==> src/rtl/clock_gen_multi.sv <==
// Bank of NUM_CH independent, run-time programmable clock dividers with
// glitch-free ratio changes at period boundaries and 50% duty for odd ratios.
`timescale 1ns/1ps

module clock_gen_multi #(
    parameter int NUM_CH    = 4,
    parameter int DIV_W     = 8,
    parameter int CNT_W     = 8,
    parameter int RST_RATIO = 2
) (
    input  logic                      clk_in,
    input  logic                      rst,
    input  logic [NUM_CH*DIV_W-1:0]   div_ratio,
    input  logic [NUM_CH-1:0]         div_load,
    input  logic [NUM_CH-1:0]         ch_en,
    output logic [NUM_CH-1:0]         clk_div,
    output logic [NUM_CH-1:0]         tick,
    output logic [NUM_CH-1:0]         cfg_err,
    output logic [NUM_CH*CNT_W-1:0]   toggle_counter
);

    localparam logic [0:0]       ST_IDLE = 1'b0;
    localparam logic [0:0]       ST_RUN  = 1'b1;
    localparam logic [DIV_W-1:0] RST_R   = DIV_W'(RST_RATIO);

    // Number of posedge cycles the primary phase stays high: ceil(r/2).
    function automatic logic [DIV_W:0] high_len(input logic [DIV_W-1:0] r);
        high_len = ({1'b0, r} + (DIV_W+1)'(1)) >> 1;
    endfunction

    for (genvar i = 0; i < NUM_CH; i++) begin : g_ch
        logic [0:0]       state_q, state_d;
        logic [DIV_W-1:0] cnt_q, cnt_d;
        logic [DIV_W-1:0] active_q, active_d;
        logic [DIV_W-1:0] pending_q;
        logic [DIV_W-1:0] ratio_in;
        logic [DIV_W-1:0] next_ratio;
        logic [CNT_W-1:0] tog_q;
        logic             p_q, p_d;
        logic             n_q;
        logic             tick_q;
        logic             err_q;
        logic             load_ok;
        logic             load_bad;
        logic             boundary;
        logic             start;

        assign ratio_in   = div_ratio[i*DIV_W +: DIV_W];
        assign load_ok    = div_load[i] && (ratio_in >= DIV_W'(2));
        assign load_bad   = div_load[i] && (ratio_in <  DIV_W'(2));
        // A valid strobe on the boundary cycle feeds the period starting there.
        assign next_ratio = load_ok ? ratio_in : pending_q;
        assign boundary   = (state_q == ST_RUN) && (cnt_q == active_q - DIV_W'(1));
        assign start      = ch_en[i] && ((state_q == ST_IDLE) || boundary);

        always_comb begin
            state_d  = state_q;
            cnt_d    = cnt_q;
            active_d = active_q;
            if (start) begin
                state_d  = ST_RUN;
                cnt_d    = '0;
                active_d = next_ratio;
            end else if (boundary) begin
                state_d  = ST_IDLE;
                cnt_d    = '0;
            end else if (state_q == ST_RUN) begin
                cnt_d    = cnt_q + DIV_W'(1);
            end
            p_d = (state_d == ST_RUN) && ({1'b0, cnt_d} < high_len(active_d));
        end

        always_ff @(posedge clk_in or negedge rst) begin
            if (!rst) begin
                state_q   <= ST_IDLE;
                cnt_q     <= '0;
                active_q  <= RST_R;
                pending_q <= RST_R;
                p_q       <= 1'b0;
                tick_q    <= 1'b0;
                err_q     <= 1'b0;
                tog_q     <= '0;
            end else begin
                state_q  <= state_d;
                cnt_q    <= cnt_d;
                active_q <= active_d;
                p_q      <= p_d;
                tick_q   <= start;
                if (load_ok)
                    pending_q <= ratio_in;
                if (load_bad)
                    err_q <= 1'b1;
                // Every primary-phase rise produces exactly one clk_div rise.
                if (p_d && !p_q)
                    tog_q <= tog_q + CNT_W'(1);
            end
        end

        // Half-cycle delayed copy trims the odd-ratio high time to exactly R/2.
        always_ff @(negedge clk_in or negedge rst) begin
            if (!rst)
                n_q <= 1'b0;
            else
                n_q <= p_q;
        end

        assign clk_div[i] = active_q[0] ? (p_q & n_q) : p_q;
        assign tick[i]    = tick_q;
        assign cfg_err[i] = err_q;
        assign toggle_counter[i*CNT_W +: CNT_W] = tog_q;
    end

endmodule

==> config.mk <==
export PLATFORM = sky130hd
export DESIGN_NAME = clock_gen_multi
export DESIGN_NICKNAME = d
export VERILOG_FILES = /design/src/rtl/clock_gen_multi.sv
export SDC_FILE = /design/constraint.sdc
export NUM_CORES = 1
export LEC_CHECK = 0
export CORE_MARGIN = 2
export CORE_UTILIZATION = 40
export CTS_BUF_LIST = sky130_fd_sc_hd__clkbuf_8
export CTS_CLUSTER_SIZE = 16
export DETAILED_ROUTE_END_ITERATION = 16
export GPL_TIMING_DRIVEN = 0
export SYNTH_ARGS = -nofsm -noshare
export SYNTH_HDL_FRONTEND = slang
export SYNTH_SLANG_ARGS = --single-unit
==> constraint.sdc <==
create_clock -name clk_in -period 8 [get_ports clk_in]
set_input_delay 0.8 -clock clk_in [delete_from_list [all_inputs] [get_ports clk_in]]
set_output_delay 0.8 -clock clk_in [all_outputs]
set_load 0.01 [all_outputs]
### Word level (Yosys, flattened, before mapping)

Cells that the tools add are included.

* register bits after elaboration: 148
* input port bits: 42

* $lt $le $gt $ge: 12
* muxes and demuxes: 32
* $add $sub $neg: 16
* bitwise gates (word level): 8
* reductions and logical operators: 32
* eq/ne operators: 4

Operator list (number)
* $mux 8: 20
* $add 8x1->8 const B: 8
* $add 8x1->9 const B: 4
* $eq 8x8->1: 4
* $ge 8x2->1 const B: 4
* $lt 8x2->1 const B: 4
* $lt 8x8->1: 4
* $sub 8x1->8 const B: 4
* $logic_and 1x1->1: 24
* $mux 1: 12
* $and 1x1->1: 4
* $logic_not 1->1: 4
* $logic_or 1x1->1: 4
* $not 1->1: 4

### Longest topological paths before layout

* depth after elaboration: 10
* gate-level depth with buffers: 24
* depth with buffers taken out: 22

==> impl_metrics.yaml <==
route:
  vias: 6763
  drc: 0
  vias_per_cell: 5.18
  wl_per_cell_um: 14.8
  routed_wl_mm: 19.3
  drt_iter0_markers: 391
  dr.pass1.iters: 5
  drtAntennaViolNets: 0
setup_path:
  start_kind: "flip-flop"
  cp_slowest_stage_delay_ps: 530
  cp_max_fo: 1
  crit_family: "buffers and inverters"
  slowest_stage: "clkdlybuf4s50_1"
  crit_buf_inv: 1
  crit_type: "flip-flop to output pin"
  critPathRequiredTime_ps: 7200
  arrival_ps: 5460
  cp-end-kind: "output pin"
  crit_chain: "o21a_1, clkdlybuf4s50_1"
cts:
  clk_latency_ps: 450
  clockBufferDepth: 2
  cts-htree-levels: 4
  cts_resized: 0
  hold_buffers: 0
  clockRootBuffer: "clkbuf_8"
  cts_tree: "yes"
  clkSlewWorstSetupHoldPaths_ps: 80
  postCtsSetupRepairBufs: 0
  cts_made_buffers: 17
  cts_sinks: 148
placement:
  place_congestion: 0.818
  dpl.cell_count: 1273
  place_hpwl_mm: 14.3
  io_buffers: 81
logic_synthesis:
  synthTopCellsByCount: "136 x dfrtp_1, 121 x nand2_1, 67 x xnor2_1"
  ys_warn_count: 0
  ys_types: 72
  synth_nets: 997
  synth.most_common_cell: "dfrtp_1"
  synth-edff-count: 0
  yosysTopAreaCell: "dfrtp_1"
  synth-seq-area-share_pct: 42.3
  ys_seq_elements: 148
  netlist_area_um2: 8770
  synthArstFlopShare_pct: 100
  synth_area_leaders: "dfrtp_1 39%, xnor2_1 6.7%, ha_1 6.3%"
  postSynthCellCount: 911
  synth_top_cell_area_share_pct: 38.8
  synth.avg_cell_area_um2: 9.63
  ys.flop_type: "dfrtp_1"
power_and_ir_drop:
  power.total_mw: 3.75
  p_leak_nw: 4.62
  ir_drop_v: 0.000157
  powerDensity_nw_per_um2: 360
grt:
  use_met1_pct: 24.2
  use_met2_pct: 26.2
  gr-max-usage-layer: "met2"
  grt_usage_pct: 16.9
  grt_pass1_vias: 6542
  grt_pass1_wl_mm: 32.4
  grt_start_max_net_pins: 85
  grt.overflow.total: 0
  use_met3_pct: 3.28
  antenna_found_initial: 0
sta:
  tightest_slew_ps: 813
  slew_headroom_pct: 45.8
  drv_slew: 0
  fin_skew_ps: 48.8
  rsz0062_at_grt: "no"
  setup_viol: 0
  hold_viol_final: 0
die:
  core_region_area_um2: 21700
  die_h_um: 152
  die_area_um2: 23100
  start_util_pct: 40.5
  pin_count: 86
  die_width_um: 152
  num_rows: 54
layout:
  drive_above_1_share_pct: 10.6
  finalNetCount: 1098
  antennaDiodeCount: 0
  fillerInstances: 2061
  instances_no_fill: 1305
  area_delta_synth_final_pct: 18.5
status:
  status: "completed"
hold_path:
  worstHoldPathType: "input port to async pin"
flow_run:
  drv_cap: 0
## worst paths after layout
check / start / end / slack, ps / cells past startpoint
worst max-delay path: g_ch[3].n_q$_DFF_NN0_ / clk_div[3] / 1740 / 2
worst min-delay path: rst / g_ch[2].err_q$_DFFE_PN0P_ / 380 / 1
worst max register to register: g_ch[3].active_q[0]$_DFF_PN0_ / g_ch[3].tog_q[6]$_DFFE_PN0P_ / 2470 / 19
worst min register to register: g_ch[2].err_q$_DFFE_PN0P_ / g_ch[2].err_q$_DFFE_PN0P_ / 460 / 1
max in group asynchronous: rst / g_ch[0].n_q$_DFF_NN0_ / 2860 / 2
min in group clk_in: g_ch[2].err_q$_DFFE_PN0P_ / g_ch[2].err_q$_DFFE_PN0P_ / 460 / 1
## through the flow
| step | hold WS, ps | setup TNS, ps | utilization, % | worst slack, ps | area, µm² |
|---|---|---|---|---|---|
| 4_1_cts | 421 | 0 | 47.9 | 1720 | 10400 |
| 3_3_place_gp | 442 | -21750 | 45.8 | -3840 | 9940 |
| 2_1_floorplan | 429 | 0 | - | 2690 | 8770 |
| 5_1_grt | 436 | 0 | 47.9 | 1670 | 10400 |
| 3_5_place_dp | 445 | 0 | 45.9 | 2150 | 9960 |
| 6_report | 383 | 0 | 47.9 | 1740 | 10400 |
## final cells by class
cell class                 instances  area, µm²  share of cell area, %
buffer                            38        213                   2.05
clock buffer                      18        248                   2.38
tap                              280        350                   3.37
clock inverter                    14        185                   1.78
timing repair buffer              82        840                   8.07
multi-input combinational        692       4720                   45.4
sequential                       148       3710                   35.7
inverter                          33        124                   1.19
## cells by family (layout without fill, tap and decap cells)
logic type               after synthesis  count (layout)  synth area share, %
AND/OR/NAND/NOR                      377             377                 21.7
flip-flops                           148             148                 42.3
XOR/XNOR                             112             112                 11.2
AO/OA/AOI/OAI                        108             108                 8.43
buffers and inverters                 71             185                 3.84
multiplexers                          51              51                 6.27
adder cells (fa/ha/maj)               44              44                 6.27
## report_power, final
part / switching [mW] / internal, mW / total (mW)
clock: 0.299 / 0.346 / 0.645
combinational: 0.941 / 0.888 / 1.83
sequential: 0.272 / 1.00 / 1.27
## placed cells by master, fill, tap and decap left out, types with 25 or more instances in the layout
cell and n:
nor2_1 62, nand4_1 34, ha_1 44, xor2_1 45
mux2_2 25, dfrtp_1 136, inv_1 34, nand3_1 54
nand2_1 121, clkdlybuf4s50_1 80, xnor2_1 67, o21ai_0 30
## layer usage
layer	share of wire [%]	vias to the layer above
met2	45	108
met1	50	3222
li1	-	3416
met5	0	-
met3	3.4	17
met4	1.4	0
## state kept, by name, indices dropped and copies added (netlist names)
signal / cells
g_ch.pending_q: 32
g_ch.err_q: 4
g_ch.cnt_q: 32
g_ch.state_q: 4
g_ch.active_q: 32
g_ch.n_q: 4
g_ch.tick_q: 4
g_ch.tog_q: 32
g_ch.p_q: 4
No activity file was read; power rests on OpenSTA's default activity.
